===== config.mk =====
export PLATFORM = sky130hd
export DESIGN_NAME = mem_responder_flat
export DESIGN_NICKNAME = d
export VERILOG_FILES = /design/src/rtl/mem_if_pkg.sv /design/src/rtl/mem_responder_if.sv /design/src/rtl/mem_beat_ctl.sv /design/src/rtl/mem_responder.sv /design/src/flat_wrapper.sv
export SDC_FILE = /design/constraint.sdc
export NUM_CORES = 1
export LEC_CHECK = 0
export BUFFER_PORTS_ARGS = -buffer_cell sky130_fd_sc_hd__buf_4
export CORE_ASPECT_RATIO = 0.9
export CORE_MARGIN = 5
export CORE_UTILIZATION = 46
export DETAILED_ROUTE_END_ITERATION = 6
export GPL_ROUTABILITY_DRIVEN = 0
export PLACE_DENSITY_LB_ADDON = 0.15
export REMOVE_ABC_BUFFERS = 1
export SYNTH_ARGS = -nofsm -noshare
export SYNTH_HDL_FRONTEND = slang
export SYNTH_SLANG_ARGS = --single-unit

===== constraint.sdc =====
create_clock -name clk -period 2 [get_ports clk]
set_input_delay 0.2 -clock clk [delete_from_list [all_inputs] [get_ports clk]]
set_output_delay 0.2 -clock clk [all_outputs]
set_load 0.01 [all_outputs]

===== src/rtl/mem_if_pkg.sv =====
// Shared types and constants for the core-side memory responder.
// Backend address is one bit wider than the core word address.
package mem_if_pkg;

    typedef enum logic [2:0] {
        S_IDLE,
        S_DATA,
        S_HOLD,
        S_FETCH_LO,
        S_FETCH_HI,
        S_DONE
    } state_t;

    localparam logic [15:0] TO_FILL_DATA  = 16'hFFFF;
    localparam logic [31:0] TO_FILL_INSTR = 32'hFFFF_FFFF;

    function automatic int mem_baddr_w(input int addr_w);
        return addr_w + 1;
    endfunction

endpackage


===== src/rtl/mem_responder_if.sv =====
// Core-side request/response bus of the memory responder.
// The core is master; the responder is slave.
interface mem_responder_if #(
    parameter int ADDR_W = 16
);

    logic              req_read;
    logic              req_write;
    logic              req_instr;
    logic              req_read_done;
    logic [ADDR_W-1:0] req_addr;
    logic [15:0]       req_wdata;
    logic [15:0]       rsp_rdata;
    logic [31:0]       rsp_instr;
    logic              rsp_busy;
    logic              rsp_cack;
    logic              rsp_ready;
    logic              rsp_err;

    modport master (
        output req_read, req_write, req_instr, req_read_done,
        output req_addr, req_wdata,
        input  rsp_rdata, rsp_instr, rsp_busy, rsp_cack,
        input  rsp_ready, rsp_err
    );

    modport slave (
        input  req_read, req_write, req_instr, req_read_done,
        input  req_addr, req_wdata,
        output rsp_rdata, rsp_instr, rsp_busy, rsp_cack,
        output rsp_ready, rsp_err
    );

endinterface


===== src/rtl/mem_beat_ctl.sv =====
// Single-beat backend transactor: raises req on start, drops it on
// ack or after TIMEOUT unanswered cycles.
module mem_beat_ctl #(
    parameter int TIMEOUT = 255
) (
    input  logic clk,
    input  logic rst,
    input  logic start,
    input  logic ack,
    output logic req,
    output logic done,
    output logic timeout
);

    localparam logic [7:0] LAST = 8'(TIMEOUT - 1);

    logic [7:0] cnt;

    // ack seen while req is low never completes a beat
    assign done    = req & ack;
    assign timeout = req & ~ack & (cnt == LAST);

    always_ff @(posedge clk) begin
        if (rst) begin
            req <= 1'b0;
            cnt <= 8'd0;
        end else if (start) begin
            req <= 1'b1;
            cnt <= 8'd0;
        end else if (done || timeout) begin
            req <= 1'b0;
        end else if (req) begin
            cnt <= cnt + 8'd1;
        end
    end

endmodule


===== src/rtl/mem_responder.sv =====
// Target-side endpoint of the core memory bus, serving data reads,
// writes and two-beat instruction fetches from a 16-bit backend.
module mem_responder
    import mem_if_pkg::*;
#(
    parameter int ADDR_W  = 16,
    parameter int TIMEOUT = 255
) (
    input  logic                           clk,
    input  logic                           rst,
    mem_responder_if.slave                 core,
    output logic                           mem_req,
    output logic                           mem_we,
    output logic                           mem_space,
    output logic [mem_baddr_w(ADDR_W)-1:0] mem_addr,
    output logic [15:0]                    mem_wdata,
    input  logic [15:0]                    mem_rdata,
    input  logic                           mem_ack
);

    state_t            state;
    logic [ADDR_W-1:0] addr_q;
    logic              wr_q;
    logic              hi_start;
    logic              any_req;
    logic              fetch_acc;
    logic              start;
    logic              beat_done;
    logic              beat_to;

    assign any_req   = core.req_read | core.req_write;
    assign fetch_acc = core.req_read & ~core.req_write & core.req_instr;
    // hi_start leaves exactly one idle cycle between fetch beats
    assign start     = ((state == S_IDLE) & any_req) | hi_start;

    mem_beat_ctl #(
        .TIMEOUT (TIMEOUT)
    ) u_beat (
        .clk     (clk),
        .rst     (rst),
        .start   (start),
        .ack     (mem_ack),
        .req     (mem_req),
        .done    (beat_done),
        .timeout (beat_to)
    );

    always_ff @(posedge clk) begin
        if (rst) begin
            state          <= S_IDLE;
            addr_q         <= '0;
            wr_q           <= 1'b0;
            hi_start       <= 1'b0;
            mem_we         <= 1'b0;
            mem_space      <= 1'b0;
            mem_addr       <= '0;
            mem_wdata      <= '0;
            core.rsp_rdata <= '0;
            core.rsp_instr <= '0;
            core.rsp_busy  <= 1'b0;
            core.rsp_cack  <= 1'b0;
            core.rsp_ready <= 1'b0;
            core.rsp_err   <= 1'b0;
        end else begin
            core.rsp_cack <= 1'b0;
            hi_start      <= 1'b0;
            unique case (state)
                S_IDLE: begin
                    if (any_req) begin
                        core.rsp_cack <= 1'b1;
                        core.rsp_busy <= 1'b1;
                        addr_q        <= core.req_addr;
                        wr_q          <= core.req_write;
                        mem_we        <= core.req_write;
                        mem_wdata     <= core.req_wdata;
                        if (core.req_read && core.req_write) begin
                            core.rsp_err <= 1'b1;
                        end
                        if (fetch_acc) begin
                            state     <= S_FETCH_LO;
                            mem_space <= 1'b1;
                            mem_addr  <= {core.req_addr, 1'b0};
                        end else begin
                            state     <= S_DATA;
                            mem_space <= core.req_instr;
                            mem_addr  <= {1'b0, core.req_addr};
                        end
                    end
                end
                S_DATA: begin
                    if (beat_done) begin
                        core.rsp_busy  <= 1'b0;
                        core.rsp_ready <= 1'b1;
                        if (wr_q) begin
                            state <= S_DONE;
                        end else begin
                            core.rsp_rdata <= mem_rdata;
                            state          <= S_HOLD;
                        end
                    end
                end
                S_HOLD: begin
                    if (core.req_read_done) begin
                        core.rsp_ready <= 1'b0;
                        state          <= S_IDLE;
                    end
                end
                S_FETCH_LO: begin
                    if (beat_done) begin
                        core.rsp_instr[15:0] <= mem_rdata;
                        mem_addr             <= {addr_q, 1'b1};
                        hi_start             <= 1'b1;
                        state                <= S_FETCH_HI;
                    end
                end
                S_FETCH_HI: begin
                    if (beat_done) begin
                        core.rsp_instr[31:16] <= mem_rdata;
                        core.rsp_busy         <= 1'b0;
                        core.rsp_ready        <= 1'b1;
                        state                 <= S_DONE;
                    end
                end
                S_DONE: begin
                    core.rsp_ready <= 1'b0;
                    state          <= S_IDLE;
                end
                default: state <= S_IDLE;
            endcase
            // only reachable in a beat state, where done and timeout exclude
            if (beat_to) begin
                core.rsp_err   <= 1'b1;
                core.rsp_busy  <= 1'b0;
                core.rsp_ready <= 1'b1;
                state          <= S_DONE;
                if (!wr_q) begin
                    core.rsp_rdata <= TO_FILL_DATA;
                    core.rsp_instr <= TO_FILL_INSTR;
                end
            end
        end
    end

endmodule

===== src/flat_wrapper.sv =====
// flat-port wrapper written by rule: the top's interface ports become plain ports
module mem_responder_flat import mem_if_pkg::*;
#(
    parameter int ADDR_W  = 16,
    parameter int TIMEOUT = 255
)
  (clk, rst, mem_req, mem_we, mem_space, mem_addr, mem_wdata, mem_rdata, mem_ack, core_req_read, core_req_write, core_req_instr, core_req_read_done, core_req_addr, core_req_wdata, core_rsp_rdata, core_rsp_instr, core_rsp_busy, core_rsp_cack, core_rsp_ready, core_rsp_err);
  mem_responder_if #(.ADDR_W(ADDR_W)) core_i ();
  input  logic clk;
  input  logic rst;
  output logic mem_req;
  output logic mem_we;
  output logic mem_space;
  output logic [mem_baddr_w(ADDR_W)-1:0] mem_addr;
  output logic [15:0] mem_wdata;
  input  logic [15:0] mem_rdata;
  input  logic mem_ack;
  input wire logic [$bits(core_i.req_read)-1:0] core_req_read;
  input wire logic [$bits(core_i.req_write)-1:0] core_req_write;
  input wire logic [$bits(core_i.req_instr)-1:0] core_req_instr;
  input wire logic [$bits(core_i.req_read_done)-1:0] core_req_read_done;
  input wire logic [$bits(core_i.req_addr)-1:0] core_req_addr;
  input wire logic [$bits(core_i.req_wdata)-1:0] core_req_wdata;
  output wire logic [$bits(core_i.rsp_rdata)-1:0] core_rsp_rdata;
  output wire logic [$bits(core_i.rsp_instr)-1:0] core_rsp_instr;
  output wire logic [$bits(core_i.rsp_busy)-1:0] core_rsp_busy;
  output wire logic [$bits(core_i.rsp_cack)-1:0] core_rsp_cack;
  output wire logic [$bits(core_i.rsp_ready)-1:0] core_rsp_ready;
  output wire logic [$bits(core_i.rsp_err)-1:0] core_rsp_err;
  assign core_i.req_read = core_req_read;
  assign core_i.req_write = core_req_write;
  assign core_i.req_instr = core_req_instr;
  assign core_i.req_read_done = core_req_read_done;
  assign core_i.req_addr = core_req_addr;
  assign core_i.req_wdata = core_req_wdata;
  assign core_rsp_rdata = core_i.rsp_rdata;
  assign core_rsp_instr = core_i.rsp_instr;
  assign core_rsp_busy = core_i.rsp_busy;
  assign core_rsp_cack = core_i.rsp_cack;
  assign core_rsp_ready = core_i.rsp_ready;
  assign core_rsp_err = core_i.rsp_err;
  mem_responder #(.ADDR_W(ADDR_W), .TIMEOUT(TIMEOUT)) u_core (.clk(clk), .rst(rst), .core(core_i), .mem_req(mem_req), .mem_we(mem_we), .mem_space(mem_space), .mem_addr(mem_addr), .mem_wdata(mem_wdata), .mem_rdata(mem_rdata), .mem_ack(mem_ack));
endmodule

# Word-level counts from Yosys, hierarchy flattened
# Index checks and enable logic that the tools add are counted.
dict set report totals {
  reg_bits 116
  elab_cells 111
}
dict set report op_classes {
  n_reduce_logical 23
  n_addsub 1
  n_eq_ne 18
  n_mux 40
  bitwise 13
}
# cell count
set op_table {}
lappend op_table {{2-to-1 mux 16 bit} 9}
lappend op_table {{2-to-1 mux 32 bit} 2}
lappend op_table {{2-to-1 mux 17 bit} 3}
lappend op_table {{case mux 17 bit (2 select lines)} 1}
lappend op_table {{2-to-1 mux 3 bit} 7}
lappend op_table {{case mux 3 bit (5 select lines)} 1}
lappend op_table {{2-to-1 mux 1 bit} 14}
lappend op_table {{!= test 3 bit, second input constant} 4}
lappend op_table {{AND reduction 3 bit} 4}
lappend op_table {{nonzero test 2 bit} 6}
lappend op_table {{AND reduction 5 bit} 2}
lappend op_table {{OR reduction 2 bit} 5}
lappend op_table {{adder 8 x 1 -> 8 bit, second input constant} 1}
lappend op_table {{equality test 8 bit, second input constant} 1}
lappend op_table {{!= test 2 bit, second input constant} 4}
lappend op_table {{bitwise AND 1 bit} 6}
lappend op_table {{equality test 3 x 2 -> 1 bit, second input constant} 2}
lappend op_table {{equality test 3 bit, second input constant} 2}
lappend op_table {{inverter 1 bit} 5}
lappend op_table {{!= test 2 x 1 -> 1 bit, second input constant} 2}
lappend op_table {{AND reduction 2 bit} 2}
lappend op_table {{nonzero test 4 bit} 1}
lappend op_table {{equality test 3 x 1 -> 1 bit, second input constant} 1}
lappend op_table {{logical NOT 3 bit} 1}
lappend op_table {{other kinds (8)} 9}

# Longest topological paths before layout
# Gate-level depths: netlist (run 1).
dict set report depth {
  depth_word 7
  depth_mapped 8
  depth_no_buf 6
}

# By module
# From an unflattened synthesis (run 1), not the netlist that was laid out.
dict set report hier_totals {
  hier_cells 604
  hier_area_um2 4765.8
}
# module area_per_inst_um2 seq_area_each_um2 cells_per_inst n_inst
set modules_own_cells {}
lappend modules_own_cells {mem_responder 4296.6 2142.1 553 1}
lappend modules_own_cells {mem_beat_ctl 469.2 180.2 51 1}

# Least setup slack after synthesis (run 1)
# Ideal clock, no wire load.
dict set report synth_timing {
  kind {register -> register}
  from {register u_core.u_beat.req}
  to {register u_core.core.rsp_rdata[10]}
  arrival_ns 1.454
  path_buffers 2
  slack_ns 0.409
  path_stages_with_launch 7
  synth_period_minus_slack_ns 1.591
  required_ns 1.864
  path_cell_list {dfxtp_1 -> nand2_2 -> or4_1 -> buf_2 -> buf_6 -> nand2_1 -> a31oi_1}
}
dict set report synth_via {
  elab_chain_cells 5
  word_cells_on_any_way 7
  cone_classes {mux: 4; bitwise: 3}
}
# element line
set synth_lines {}
lappend synth_lines {{start, declared} mem_beat_ctl.sv:10} ;# output logic req,
lappend synth_lines {{start signal, assigned} mem_beat_ctl.sv:25} ;# req <= 1'b0;
lappend synth_lines {{start signal, assigned} mem_beat_ctl.sv:28} ;# req <= 1'b1;
lappend synth_lines {{start signal, assigned} mem_beat_ctl.sv:31} ;# req <= 1'b0;
lappend synth_lines {{bitwise AND 1 bit} mem_beat_ctl.sv:20} ;# assign done = req & ack;
lappend synth_lines {{2-to-1 mux 16 bit} mem_responder.sv:91} ;# if (beat_done) begin
lappend synth_lines {{2-to-1 mux 16 bit} mem_responder.sv:67} ;# unique case (state)
lappend synth_lines {{2-to-1 mux 16 bit} mem_responder.sv:136} ;# if (!wr_q) begin
lappend synth_lines {{2-to-1 mux 16 bit *} mem_responder.sv:131} ;# if (beat_to) begin
lappend synth_lines {{end signal, assigned} mem_responder.sv:97} ;# core.rsp_rdata <= mem_rdata;
lappend synth_lines {{end, declared} mem_responder_if.sv:30} ;# output rsp_rdata, rsp_instr, rsp_busy, rsp_cack,
# Every way passes the cells marked *; elsewhere a longest branch is shown, timed or not.
# A chain may end at the register's enable or synchronous reset.

# Worst setup path after layout (run 1)
dict set report layout_timing {
  from {register u_core.u_beat.cnt[0]}
  to {register u_core.u_beat.cnt[1]}
}
dict set report layout_via {
  elab_chain_cells 5
  word_cells_on_any_way 6
  cone_classes {add/sub: 1; eq/ne: 1; bitwise: 2; reduce/logical: 2}
}
# element line
set layout_lines {}
lappend layout_lines {{start, declared} mem_beat_ctl.sv:17} ;# logic [7:0] cnt;
lappend layout_lines {{start signal, assigned} mem_beat_ctl.sv:33} ;# cnt <= cnt + 8'd1;
lappend layout_lines {{parallel branches: the longest is 5 deep, another holds adder 8 x 1 -> 8 bit} n/a}
# Parallel ways; which one is timed is not known.

==> results by group, run 1 <==
Clock tree
  – Clk Latency, worst-skew pair: 410 ps
  – Max Root-Sink Buffers: 2
  – TritonCTS Buffers: 17
  – Clock-pin slew on the worst setup and hold paths: 50 ps
  – TritonCTS clock tree: built
  – CTS Sinks: 116
  – Root buf cell: clkbuf_16
  – H-tree Lvls: 4

Critical path
  – CP Capture Type: flop
  – Worst r2r src: u_core.u_beat.cnt[0]
  – FF-to-FF End: u_core.u_beat.cnt[1]
  – R2R Setup Slk: 230 ps
  – CP startpoint kind: flop
  – CP Cell Sequence: inv_1 > ha_1 > nand3_1 > o21ai_0 > mux2i_1 > nor2_1
  – Worst path bufs/invs: 1
  – Req. time, crit path: 2280 ps
  – Critical path class: reg -> reg
  – Slowest CP cell: o21ai_0
  – Critical path's top delay family: compound AO/OA/AOI/OAI gates
  – Reg2reg path depth: 6
  – CP Max Fanout: 7
  – Slowest cell delay on critical path: 480 ps
  – Crit path DAT: 2050 ps

Logic synthesis
  – Syn avg cell area: 8.34 µm²
  – Top cell type's share of synthesized area: 0.488
  – Sequential share of the synthesized area: 0.488
  – Count leader, synth: nand2_1
  – Cell taking the most area after synthesis: dfxtp_1
  – Primary FF master, synth: dfxtp_1
  – Post-synth EDFFs: 0
  – Post-synth top cells: 166 x nand2_1, 116 x dfxtp_1, 51 x a21oi_1
  – Seq cells post-synth: 116
  – Post-Syn Instances: 571
  – Asr flop ratio synth: 0
  – Synth cell types: 52
  – Synth Warn #: 0
  – Synth Cell Area: 4760 µm²
  – Largest cells by area after synthesis: dfxtp_1 49%, nand2_1 13%, a31oi_1 6.6%

STA
  – RSZ-0062 raised after global routing: no
  – Max Transition Viols Final: 0
  – TNS Setup: 0 ps
  – Clock Skew: 11.6 ps
  – Final Critical Period: 1770 ps
  – Setup Viol. Count Final: 0
  – Final hold violation count: 0
  – Rel. slew slack: 0.328
  – Setup WS post-layout: 229 ps
  – Final Cycle Share: 0.885
  – Actual slew at the worst max-slew pin: 1000 ps
  – FMAX: 0.565 GHz

Finish
  – Share of cells above drive strength 1: 0.280
  – Final #Nets: 763
  – Non-Filler Instances: 848
  – Fillers: 868
  – N_diodes: 0
  – P&R area growth vs syn: 37.5%

GRT
  – First-pass GRT wire length: 21.9 mm
  – Vias in the first global route: 4440
  – Largest net degree at the start of global routing: 76
  – Initial antenna violation count: 0
  – Grt total ovfl: 0
  – GRT Overall Usage: 0.220

Place
  – Dpl ws: 102 ps
  – HPWL Detailed: 8.95 mm
  – Number of I/O port buffers: 142
  – Placed instance count: 816

Hold path
  – WHS Endpoint: u_core.mem_wdata[7]
  – Hold path start: core_req_wdata[7]
  – WHS Path Cells: 3
  – Worst hold path class: in -> reg

Power and ir drop
  – Sw Ratio: 0.294
  – Pwr Density: 1230 nW/µm²
  – Seq pwr share: 0.358
  – Comb pwr share: 0.250
  – Leak pwr: 2.84 nW
  – Pint: 5.69 mW
  – Clock share of power: 0.392
  – VDD IR-drop max: 0.832 mV
  – NetSw: 2.37 mW

Drt
  – Routed vias/inst: 5.41
  – Drt first-iter violations: 319
  – Vias: 4591
  – # DRC: 0
  – Avg WL per Cell: 15.9 µm
  – Pre-Repair DR Iteration Count: 5
  – Post-route ant nets: 0
  – Final wirelength: 13.4 mm

Floorplanning
  – Total I/O pin count: 143
  – Initial Utilization: 0.469
  – Die W: 117 µm
  – Die area: 12500 µm²
  – Placeable Area: 10200 µm²
  – Overall die height: 107 µm
  – Site Rows: 35

Status
  – Status: completed

Flow run
  – Max-Cap Viols: 0
-- flip-flops by register name, summed over array words and instances, names as in the netlist, 3 cells and up --
signal / flops
u_core.addr_q: 16
u_core.core.rsp_instr: 32
u_core.core.rsp_rdata: 16
u_core.mem_addr: 17
u_core.mem_wdata: 16
u_core.state: 3
u_core.u_beat.cnt: 8
-- power groups by stage --
| stage | clock network (mW) | logic [mW] | registers [mW] |
|---|---|---|---|
| 2_1_floorplan | 0 | 0.933 | 3.05 |
| 3_3_place_gp | 0 | 1.97 | 2.90 |
| 3_5_place_dp | 0 | 2.01 | 2.92 |
| 4_1_cts | 3.21 | 2.02 | 2.88 |
| 5_1_grt | 3.32 | 2.23 | 2.93 |
| 6_report | 3.16 | 2.01 | 2.89 |
-- worst max-delay path by stage --
stage / to / cells after the start / start / slack (ps)
finish: u_core.u_beat.cnt[1] / 6 / u_core.u_beat.cnt[0] / 230
global route: u_core.u_beat.cnt[1] / 6 / u_core.u_beat.cnt[0] / 30
CTS: u_core.core.rsp_rdata[9] / 5 / u_core.state[0] / 90
detailed placement: u_core.core.rsp_rdata[9] / 5 / u_core.state[0] / 100
global placement: u_core.core.rsp_rdata[1] / 5 / u_core.state[0] / 210
floorplan: u_core.mem_addr[10] / 4 / u_core.state[1] / -470
-- final cells by class --
type / instances / area [µm²] / area share
repair buffers: 161 / 1230 / 0.189
inverters: 3 / 11.3 / 0.00172
clock buffers: 23 / 468 / 0.0715
flip-flops and latches: 116 / 2320 / 0.355
well taps: 129 / 161 / 0.0247
clock inverters: 9 / 151 / 0.0231
multi-input cells: 407 / 2200 / 0.336
-- repair_timing --
item | 4_1_cts | 5_1_grt
hold buffers | 0 | 0
buffers inserted | 0 | 0
gates resized for setup | 0 | 1
endpoints found under the hold margin | 0 | 0
setup endpoints to repair | 0 | 14
-- per-layer routing --
metal / global-route usage / wire, µm
met2: 0.336 / 6250
met5: 0 / 0
met3: 0.0894 / 1170
met4: 0.0696 / 153
met1: 0.281 / 5870
-- logic make-up after synthesis --
logic type	after synthesis	share of synthesized area
AOI/OAI and AO/OA	139	0.185
adders and majority gates	2	0.00526
muxes	17	0.0360
buffers and inverters	48	0.0518
xor gates and xnor gates	4	0.00736
DFF	116	0.488
and+or+nand+nor	245	0.227
-- worst register-to-register path, stage by stage (launching register included) --
cell,delay (ps)
dfxtp_1,320
inv_1,90
ha_1,180
nand3_1,260
o21ai_0,480
mux2i_1,250
nor2_1,60
-- layout by cell type (no fill, tap or decap), types with 3 or more instances in the layout --
cell type  count
bufinv_16      4
clkbuf_16     17
nor2b_1        3
a21oi_1       51
clkinv_2       3
clkbuf_1       4
o21ai_0        4
nand2_1      166
nor2_1        33
a311oi_1       3
a31oi_1       50
nand3b_1       3
mux2i_1       16
inv_1          3
buf_4        159
a22o_1        15
o21a_1         3
nand2b_1       4
dfxtp_1      116
nand3_1        7
nor3_1         8
-- per-stage QoR --
step | hold slack, ps | util | cell area (µm²) | total power [mW]
after detailed placement | 448 | 0.583 | 5920 | 4.93
final | 33.7 | 0.644 | 6540 | 8.06
after CTS | 23.1 | 0.644 | 6540 | 8.12
after global placement | 441 | 0.583 | 5920 | 4.87
after global routing | 29.8 | 0.644 | 6540 | 8.47
after floorplan | 269 | - | 4530 | 3.98
(Power assumes the default switching activity.)
==> inputs of run 2 (changes only) <==
- CORE_ASPECT_RATIO: 0.9 -> 0.6
- RECOVER_POWER: not set -> 50
- TNS_END_PERCENT: not set -> 1
==> results by group, run 2 (synthesis gave the netlist of run 1 again) <==
GRT
  – Grt total ovfl: 0 (unchanged)
  – Largest net degree at the start of global routing: 49 (-36%)
  – Vias in the first global route: 4435 (-0.11%)
  – GRT Overall Usage: 0.219 (-0.000468)
  – First-pass GRT wire length: 22.0 mm (+0.60%)
  – Initial antenna violation count: 0 (unchanged)

STA
  – Actual slew at the worst max-slew pin: 636 ps (-367 ps)
  – Final Critical Period: 1840 ps (+64.9 ps)
  – FMAX: 0.545 GHz (-3.5%)
  – Max Transition Viols Final: 0 (unchanged)
  – Setup Viol. Count Final: 0 (unchanged)
  – Final hold violation count: 0 (unchanged)
  – Clock Skew: 8.18 ps (-3.41 ps)
  – Final Cycle Share: 0.918 (+0.0325)
  – RSZ-0062 raised after global routing: no
  – Rel. slew slack: 0.575 (+0.247)
  – Hold Slack: 37.8 ps (+4.06 ps)

Place
  – HPWL Detailed: 9.52 mm (+6.4%)
  – Placed instance count: 823 (+0.86%)
  – Number of I/O port buffers: 142 (unchanged)

Clock tree
  – Post-CTS setup buffers: 0 (unchanged)
  – Max Root-Sink Buffers: 2 (unchanged)
  – TritonCTS Buffers: 17 (unchanged)
  – Clock-pin slew on the worst setup and hold paths: 60 ps (about the same)
  – Post-CTS Hold Fix Bufs: 0 (unchanged)
  – H-tree Lvls: 4 (unchanged)
  – TritonCTS clock tree: built
  – Root buf cell: clkbuf_16
  – CTS resizes: 1 (+1)
  – CTS Sinks: 116 (unchanged)
  – Clk Latency, worst-skew pair: 410 ps (about the same)

Drt
  – # DRC: 0 (unchanged)
  – Vias: 4604 (+0.28%)
  – Routed vias/inst: 5.38 (-0.54%)
  – Post-route ant nets: 0 (unchanged)
  – Final wirelength: 13.6 mm (+1.2%)
  – Drt first-iter violations: 329 (+3.1%)
  – Avg WL per Cell: 15.9 µm (+0.41%)
  – Pre-Repair DR Iteration Count: 5 (unchanged)

Floorplanning
  – Placeable Area: 9980 µm² (-1.7%)
  – Overall die height: 88.8 µm (-17%)
  – Initial Utilization: 0.477 (+0.00822)
  – Site Rows: 28 (-20%)
  – Total I/O pin count: 143 (unchanged)
  – Die W: 141 µm (+21%)
  – Die area: 12600 µm² (+0.51%)

Finish
  – Final #Nets: 764 (+0.13%)
  – P&R area growth vs syn: 30.6%
  – Biggest register: u_core.core.rsp_instr
  – Commonest non-fill, non-tap cell in the layout: nand2_1
  – Most frequent cells in the layout: 166 x nand2_1, 116 x dfxtp_1, 88 x clkbuf_1, 71 x buf_4, 51 x a21oi_1
  – Non-Filler Instances: 855 (+0.83%)
  – Largest regs: u_core.core.rsp_instr (32), u_core.mem_addr (17)
  – Largest register FFs: 32 (unchanged)
  – Share of cells above drive strength 1: 0.163 (-0.117)
  – N_diodes: 0 (unchanged)
  – Fillers: 921 (+6.1%)

Critical path
  – Critical path class: reg -> reg
  – CP Max Fanout: 7 (unchanged)
  – R2R Setup Slk: 160 ps (-60 ps)
  – Req. time, crit path: 2280 ps (about the same)
  – Worst r2r src: u_core.u_beat.cnt[0]
  – FF-to-FF End: u_core.u_beat.cnt[1]
  – Reg2reg path depth: 6 (unchanged)
  – CP startpoint kind: flop
  – CP Capture Type: flop
  – Crit path DAT: 2120 ps (+70 ps)

Flow run
  – Max-Cap Viols: 0 (unchanged)

Hold path
  – Worst hold path class: in -> reg
  – WHS Endpoint: u_core.mem_wdata[4]
  – Hold path start: core_req_wdata[4]
  – WHS Path Cells: 3 (unchanged)

Power and ir drop
  – Pwr Density: 1260 nW/µm² (+2.6%)
  – Leak pwr: 2.45 nW (-14%)
  – VDD IR-drop max: 0.687 mV (-17%)

Status
  – Status: completed
==> run 2: report_power, final <==
group	internal [mW]	switching, mW	leakage [nW]	total [mW]
Sequential	2.66	0.216	0.945	2.88
Combinational	0.687	1.16	1.22	1.84
Clock	2.00	1.13	0.290	3.13
==> run 2: final cells by class <==
type | count | area (µm²) | share of cell area
Timing Repair Buffer | 162 | 893 | 0.144
Tap cell | 135 | 169 | 0.0272
Clock inverter | 14 | 178 | 0.0286
Multi-Input combinational cell | 407 | 2210 | 0.355
Sequential cell | 116 | 2320 | 0.373
Inverter | 3 | 11.3 | 0.00181
Clock buffer | 18 | 439 | 0.0706
==> run 2: critical path, cell delays in order (launching register included) <==
cell and delay [ps]:
dfxtp_1 320, inv_1 90, ha_1 180, nand3_1 260, o21ai_0 550, mux2i_1 250, nor2_1 60
==> run 2: through the flow <==
| step | setup WS [ps] | cell area, µm² | utilization | power (mW) | setup TNS (ps) |
|---|---|---|---|---|---|
| floorplan | -467 | 4530 | - | 3.98 | -9850 |
| global placement | 137 | 5930 | 0.594 | 4.89 | 0 |
| detailed placement | 32.7 | 5930 | 0.594 | 4.97 | 0 |
| CTS | 189 | 6550 | 0.656 | 8.11 | 0 |
| global route | 55.1 | 6220 | 0.623 | 8.26 | 0 |
| finish | 164 | 6220 | 0.623 | 7.85 | 0 |
==> run 2: worst max path at each step <==
stage | start | endpoint | slack (ps)
3_3_place_gp | u_core.state[2] | u_core.mem_addr[6] | 140
3_5_place_dp | u_core.state[2] | u_core.mem_addr[4] | 30
5_1_grt | u_core.u_beat.cnt[0] | u_core.u_beat.cnt[1] | 60
4_1_cts | u_core.u_beat.cnt[0] | u_core.u_beat.cnt[1] | 190
2_1_floorplan | u_core.state[1] | u_core.mem_addr[10] | -470
6_report | u_core.u_beat.cnt[0] | u_core.u_beat.cnt[1] | 160
==> run 2: routing by layer <==
layer	vias up	GRT usage	share of wire
met5	-	0	0
met3	15	0.0686	0.084
met4	0	0.0818	0.013
li1	2247	-	-
met1	2160	0.293	0.46
met2	182	0.336	0.44
